### config.mk
export PLATFORM = sky130hd
export DESIGN_NAME = fifo_rd_unpack
export DESIGN_NICKNAME = d
export VERILOG_FILES = /design/src/rtl/fifo_pkg.sv /design/src/rtl/fifo_rd_unpack.sv
export SDC_FILE = /design/constraint.sdc
export NUM_CORES = 1
export LEC_CHECK = 0
export ABC_CLOCK_PERIOD_IN_PS = 17300
export CORE_AREA = 5 5 114 116
export CTS_CLUSTER_SIZE = 12
export DETAILED_ROUTE_END_ITERATION = 8
export DIE_AREA = 0 0 119 121
export HOLD_SLACK_MARGIN = 0.06
export PLACE_DENSITY_LB_ADDON = 0.15
export SYNTH_ARGS = -nofsm -noshare
export SYNTH_HDL_FRONTEND = slang
export SYNTH_SLANG_ARGS = --single-unit
### constraint.sdc
create_clock -name rclk -period 17.3 [get_ports rclk]
set_input_delay 3.46 -clock rclk [delete_from_list [all_inputs] [get_ports rclk]]
set_output_delay 3.46 -clock rclk [all_outputs]
set_load 0.03 [all_outputs]
### src/rtl/fifo_pkg.sv
// Shared constants for the dual-clock FIFO and its read-side consumers.
package fifo_pkg;
  localparam int FIFO_DSIZE     = 128;
  localparam int FIFO_ASIZE     = 9;
  localparam int FIFO_OSIZE     = 16;
  localparam int FIFO_FRAME_LEN = 784;

  typedef enum logic {
    ST_EMPTY  = 1'b0,
    ST_STREAM = 1'b1
  } rd_state_t;
endpackage

### src/rtl/fifo_rd_unpack.sv
// Pops DSIZE-bit FIFO words and serialises them, LSB lane first, into OSIZE-bit
// valid/ready elements, tagging the last element of every FRAME_LEN-element frame.
module fifo_rd_unpack
  import fifo_pkg::*;
#(
  parameter int DSIZE     = FIFO_DSIZE,
  parameter int OSIZE     = FIFO_OSIZE,
  parameter int FRAME_LEN = FIFO_FRAME_LEN
) (
  input  logic             rclk,
  input  logic             rrst_n,
  input  logic [DSIZE-1:0] rdata,
  input  logic             rempty,
  output logic             rinc,
  output logic [OSIZE-1:0] m_data,
  output logic             m_valid,
  input  logic             m_ready,
  output logic             m_last,
  output logic             frame_done
);

  localparam int LANES  = DSIZE / OSIZE;
  localparam int LANE_W = (LANES > 1) ? $clog2(LANES) : 1;
  localparam int ELEM_W = (FRAME_LEN > 1) ? $clog2(FRAME_LEN) : 1;

  if (DSIZE % OSIZE != 0) begin : g_bad_osize
    $error("fifo_rd_unpack: DSIZE must be a multiple of OSIZE");
  end
  if (FRAME_LEN < 1) begin : g_bad_frame
    $error("fifo_rd_unpack: FRAME_LEN must be at least 1");
  end

  rd_state_t                    state_p0, state_d;
  logic [LANES-1:0][OSIZE-1:0]  hold_p0;
  logic [LANE_W-1:0]            lane_p0;
  logic [ELEM_W-1:0]            elem_p0;
  logic                         run_p0;
  logic                         fdone_p0;
  logic                         hold_valid;
  logic                         xfer;
  logic                         last_lane;
  logic                         last_elem;

  assign hold_valid = (state_p0 == ST_STREAM);
  assign xfer       = hold_valid & m_ready;
  assign last_lane  = (lane_p0 == LANE_W'(LANES - 1));
  assign last_elem  = (elem_p0 == ELEM_W'(FRAME_LEN - 1));

  // run_p0 keeps the pop quiet for the first cycle after reset release.
  assign rinc = rrst_n & run_p0 & ~rempty & (~hold_valid | (xfer & last_lane));

  assign m_valid    = hold_valid;
  assign m_data     = hold_valid ? hold_p0[lane_p0] : '0;
  assign m_last     = hold_valid & last_elem;
  assign frame_done = fdone_p0;

  always_comb begin
    state_d = state_p0;
    case (state_p0)
      ST_EMPTY:  if (rinc) state_d = ST_STREAM;
      ST_STREAM: if (xfer && last_lane && !rinc) state_d = ST_EMPTY;
      default:   state_d = ST_EMPTY;
    endcase
  end

  // ---- stage p0: control registers ----
  always_ff @(posedge rclk) begin
    if (!rrst_n) begin
      state_p0 <= ST_EMPTY;
      lane_p0  <= '0;
      elem_p0  <= '0;
      run_p0   <= 1'b0;
      fdone_p0 <= 1'b0;
    end else begin
      state_p0 <= state_d;
      run_p0   <= 1'b1;
      fdone_p0 <= xfer & last_elem;
      if (rinc)
        lane_p0 <= '0;
      else if (xfer && !last_lane)
        lane_p0 <= lane_p0 + LANE_W'(1);
      if (xfer)
        elem_p0 <= last_elem ? '0 : elem_p0 + ELEM_W'(1);
    end
  end

  // ---- stage p0: held FIFO word ----
  always_ff @(posedge rclk) begin
    if (rinc)
      hold_p0 <= rdata;
  end

endmodule

==> impl_metrics.tcl <==
set metrics [dict create \
    synth_flop_cell "edfxtp_1" \
    yosys.area_share.xor_xnor 0.0158 \
    synth_fa_ha_area_frac 0.00676 \
    die_height_um 121 \
    rows 40 \
    status "finished clean" \
    antenna_found_initial 1 \
    path_cells "clkdlybuf4s50_1 > a21oi_1 > nor3b_2 > buf_4 > clkdlybuf4s50_1" \
    clock_latency_ns 0.41 \
    yosysTopAreaCellShare 0.692 \
    seqPwrFrac 0.504 \
    synth-seq-cells 144 \
    drt_iter0_markers 288 \
    finalMaxSlewViolations 0 \
    slew_headroom 0.373 \
    combPwrFrac 0.075 \
    htree_levels 4 \
    grt_usage 0.170 \
    post-route-drc-count 0 \
    cts_root_buffer "clkbuf_16" \
    start_util 0.470 \
    clkTransAtPathRegs_ns 0.05 \
    crit_fanout 65 \
    area_growth_pct 39.9 \
    hold_path_class "register to register" \
    first_pass_iters 4 \
    cts_resized 0 \
    synth_edf_count 128 \
    critPathLaunchType "input port" \
    drive_above_1_share 0.152 \
    dp_hpwl_mm 7.75 \
    fin_setup_tns_ns 0 \
    yosys-top-cells-area "edfxtp_1 69%, mux4_2 13%, dfxtp_1 5.8%, mux2i_1 2.9%, nor2_1 1.8%" \
    wl_mm 11.4 \
    synth_compound_area_frac 0.0113 \
    cts_tree "yes" \
    powerDensity_mw_per_mm2 100 \
    avgSynthCellArea_um2 19.9 \
    async_flop_share 0 \
    ioPinCount 152 \
    dp.cells 570 \
    fp.dieW_um 119 \
    endpoint_kind "primary output" \
    finalHoldViolCount 0 \
    crit_top_cell "clkdlybuf4s50_1" \
    hold_depth 2 \
    synthCells 279 \
    power_switching_uw 157 \
    post-place-ws_ns 7.88 \
    min_period_ns 9.39 \
    clock_sinks 144 \
    gp_congestion 0.770 \
    cp_slowest_stage_delay_ns 0.81 \
    tightest_slew_ns 0.940 \
    critPathArrivalTime_ns 5.93 \
    path_class "input port to primary output" \
    first_global_vias 3442 \
    synthMuxAreaShare 0.159 \
    nFillCells 851 \
    grt_max_degree 66 \
    fin_cells 601 \
    syn_area_mm2 0.00555 \
    core_region_area_mm2 0.0118 \
    rsz0062_at_grt "false" \
    grt_pass1_wl_mm 18.0 \
    cpMaxStageDelayCell "clkdlybuf4s50_1" \
    fmax_mhz 107 \
    p_leak_nw 2.53 \
    final_cell_mix "151 x clkdlybuf4s50_1, 128 x edfxtp_1, 32 x mux4_2, 26 x nor2_1, 17 x clkbuf_16" \
    synth_top_family_by_area "multiplexers" \
    yosys.area.top_type "edfxtp_1" \
    overflow 0 \
    cts_buffers 17 \
    yosys.area_share.simple 0.0482 \
    ant_nets 0 \
    worst_clock_skew_ns 0.00714 \
    setup_viol 0 \
    worst_ep_required_time_ns 13.84 \
    die-area_mm2 0.0144 \
    diodes 0 \
    postCtsSetupBuffers 0 \
    irDropWorstVdd_v 0.0000769 \
    portBuffers 151 \
    mostFrequentLayoutCell "clkdlybuf4s50_1" \
    syn_nets 414 \
    nets 577 \
    p_int_uw 621 \
    yosysWarningCount 0 \
    avgRoutedWirePerCell_um 19.0 \
    swShare 0.202 \
    synth.distinct_cells 25 \
    p_clk_frac 0.421 \
    cap_viol_max_count 0 \
    via_per_inst 5.15 \
    r2r_cells 5 \
    worst_slack_ns 7.91 \
    cts_buffer_depth 2 \
    vias 3095 \
    ys_seq_area_frac 0.750 \
    period_share 0.543 \
    cts_hold_buf 0 \
]
==> stage by stage <==
step / util / area (µm²) / total power, mW / hold WS [ns]
after global placement: 0.613 / 7240 / 0.457 / 0.460
after global routing: 0.657 / 7760 / 0.807 / 0.502
after floorplan: - / 5550 / 0.422 / 0.449
final: 0.657 / 7760 / 0.778 / 0.471
after detailed placement: 0.613 / 7240 / 0.459 / 0.467
after CTS: 0.657 / 7760 / 0.786 / 0.474
==> cell usage after synthesis (3+ instances only) <==
cell and n:
edfxtp_1 128, mux4_2 32, nor2_1 26, dfxtp_1 16
mux2i_1 16, xor2_1 8, clkbuf_1 6, nand2_1 6
buf_2 5, nand3_1 5, a21oi_1 4, and2_1 3
and4_1 3, ha_1 3, nand4_1 3, o21ai_0 3
==> state kept, by name, summed over array words and instances (netlist names) <==
name and count:
elem_p0 10, m_valid 1, run_p0 1, lane_p0 3, hold_p0 128, frame_done 1
==> final timing paths <==
path / from / end / slack [ns]
max: m_ready / rinc / 7.91
max reg2reg: lane_p0[1]$_SDFFE_PP0P_ / hold_p0[124]$_DFFE_PP_ / 14.42
min: elem_p0[1]$_SDFFE_PN0P_ / elem_p0[1]$_SDFFE_PN0P_ / 0.47
min reg2reg: elem_p0[1]$_SDFFE_PN0P_ / elem_p0[1]$_SDFFE_PN0P_ / 0.47
==> logic make-up (layout without fill, tap and decap cells) <==
family,after synthesis,in the layout
XOR/XNOR,10,10
adder cells (fa/ha/maj),3,3
buffers and inverters,12,187
AO/OA/AOI/OAI,8,8
AND/OR/NAND/NOR,54,54
flip-flops,144,144
multiplexers,48,48
==> worst max-delay path, delay by kind of cell <==
kind,cells,cell delay [ns]
simple gates,1,0.25
buf+inv,3,2.05
compound gates,1,0.14
==> metal layers <==
layer,share of wire,GRT usage,wire (µm),vias to the layer above
li1,-,-,-,1445
met1,0.41,0.201,4640,1511
met2,0.50,0.277,5730,124
met3,0.079,0.0760,896,13
met4,0.010,0.0558,119,2
met5,0.0011,0,13,-
==> power by group through the flow <==
stage               clock [mW]  combinational, mW  sequential [mW]
floorplan                    0             0.0204            0.402
global placement             0             0.0587            0.399
detailed placement           0             0.0594            0.399
CTS                      0.334             0.0597            0.392
global route             0.352             0.0628            0.392
finish                   0.327             0.0586            0.392
==> final cells by class <==
| class | instances | area (µm²) | share of cell area |
|---|---|---|---|
| clock buffers | 18 | 429 | 0.0553 |
| clock inverters | 13 | 98.8 | 0.0127 |
| inverters | 1 | 3.75 | 0.000483 |
| multi-input cells | 123 | 1340 | 0.173 |
| flip-flops and latches | 144 | 4170 | 0.537 |
| well taps | 147 | 184 | 0.0237 |
| repair buffers | 155 | 1540 | 0.199 |
Power figures use the tool's default switching activity.
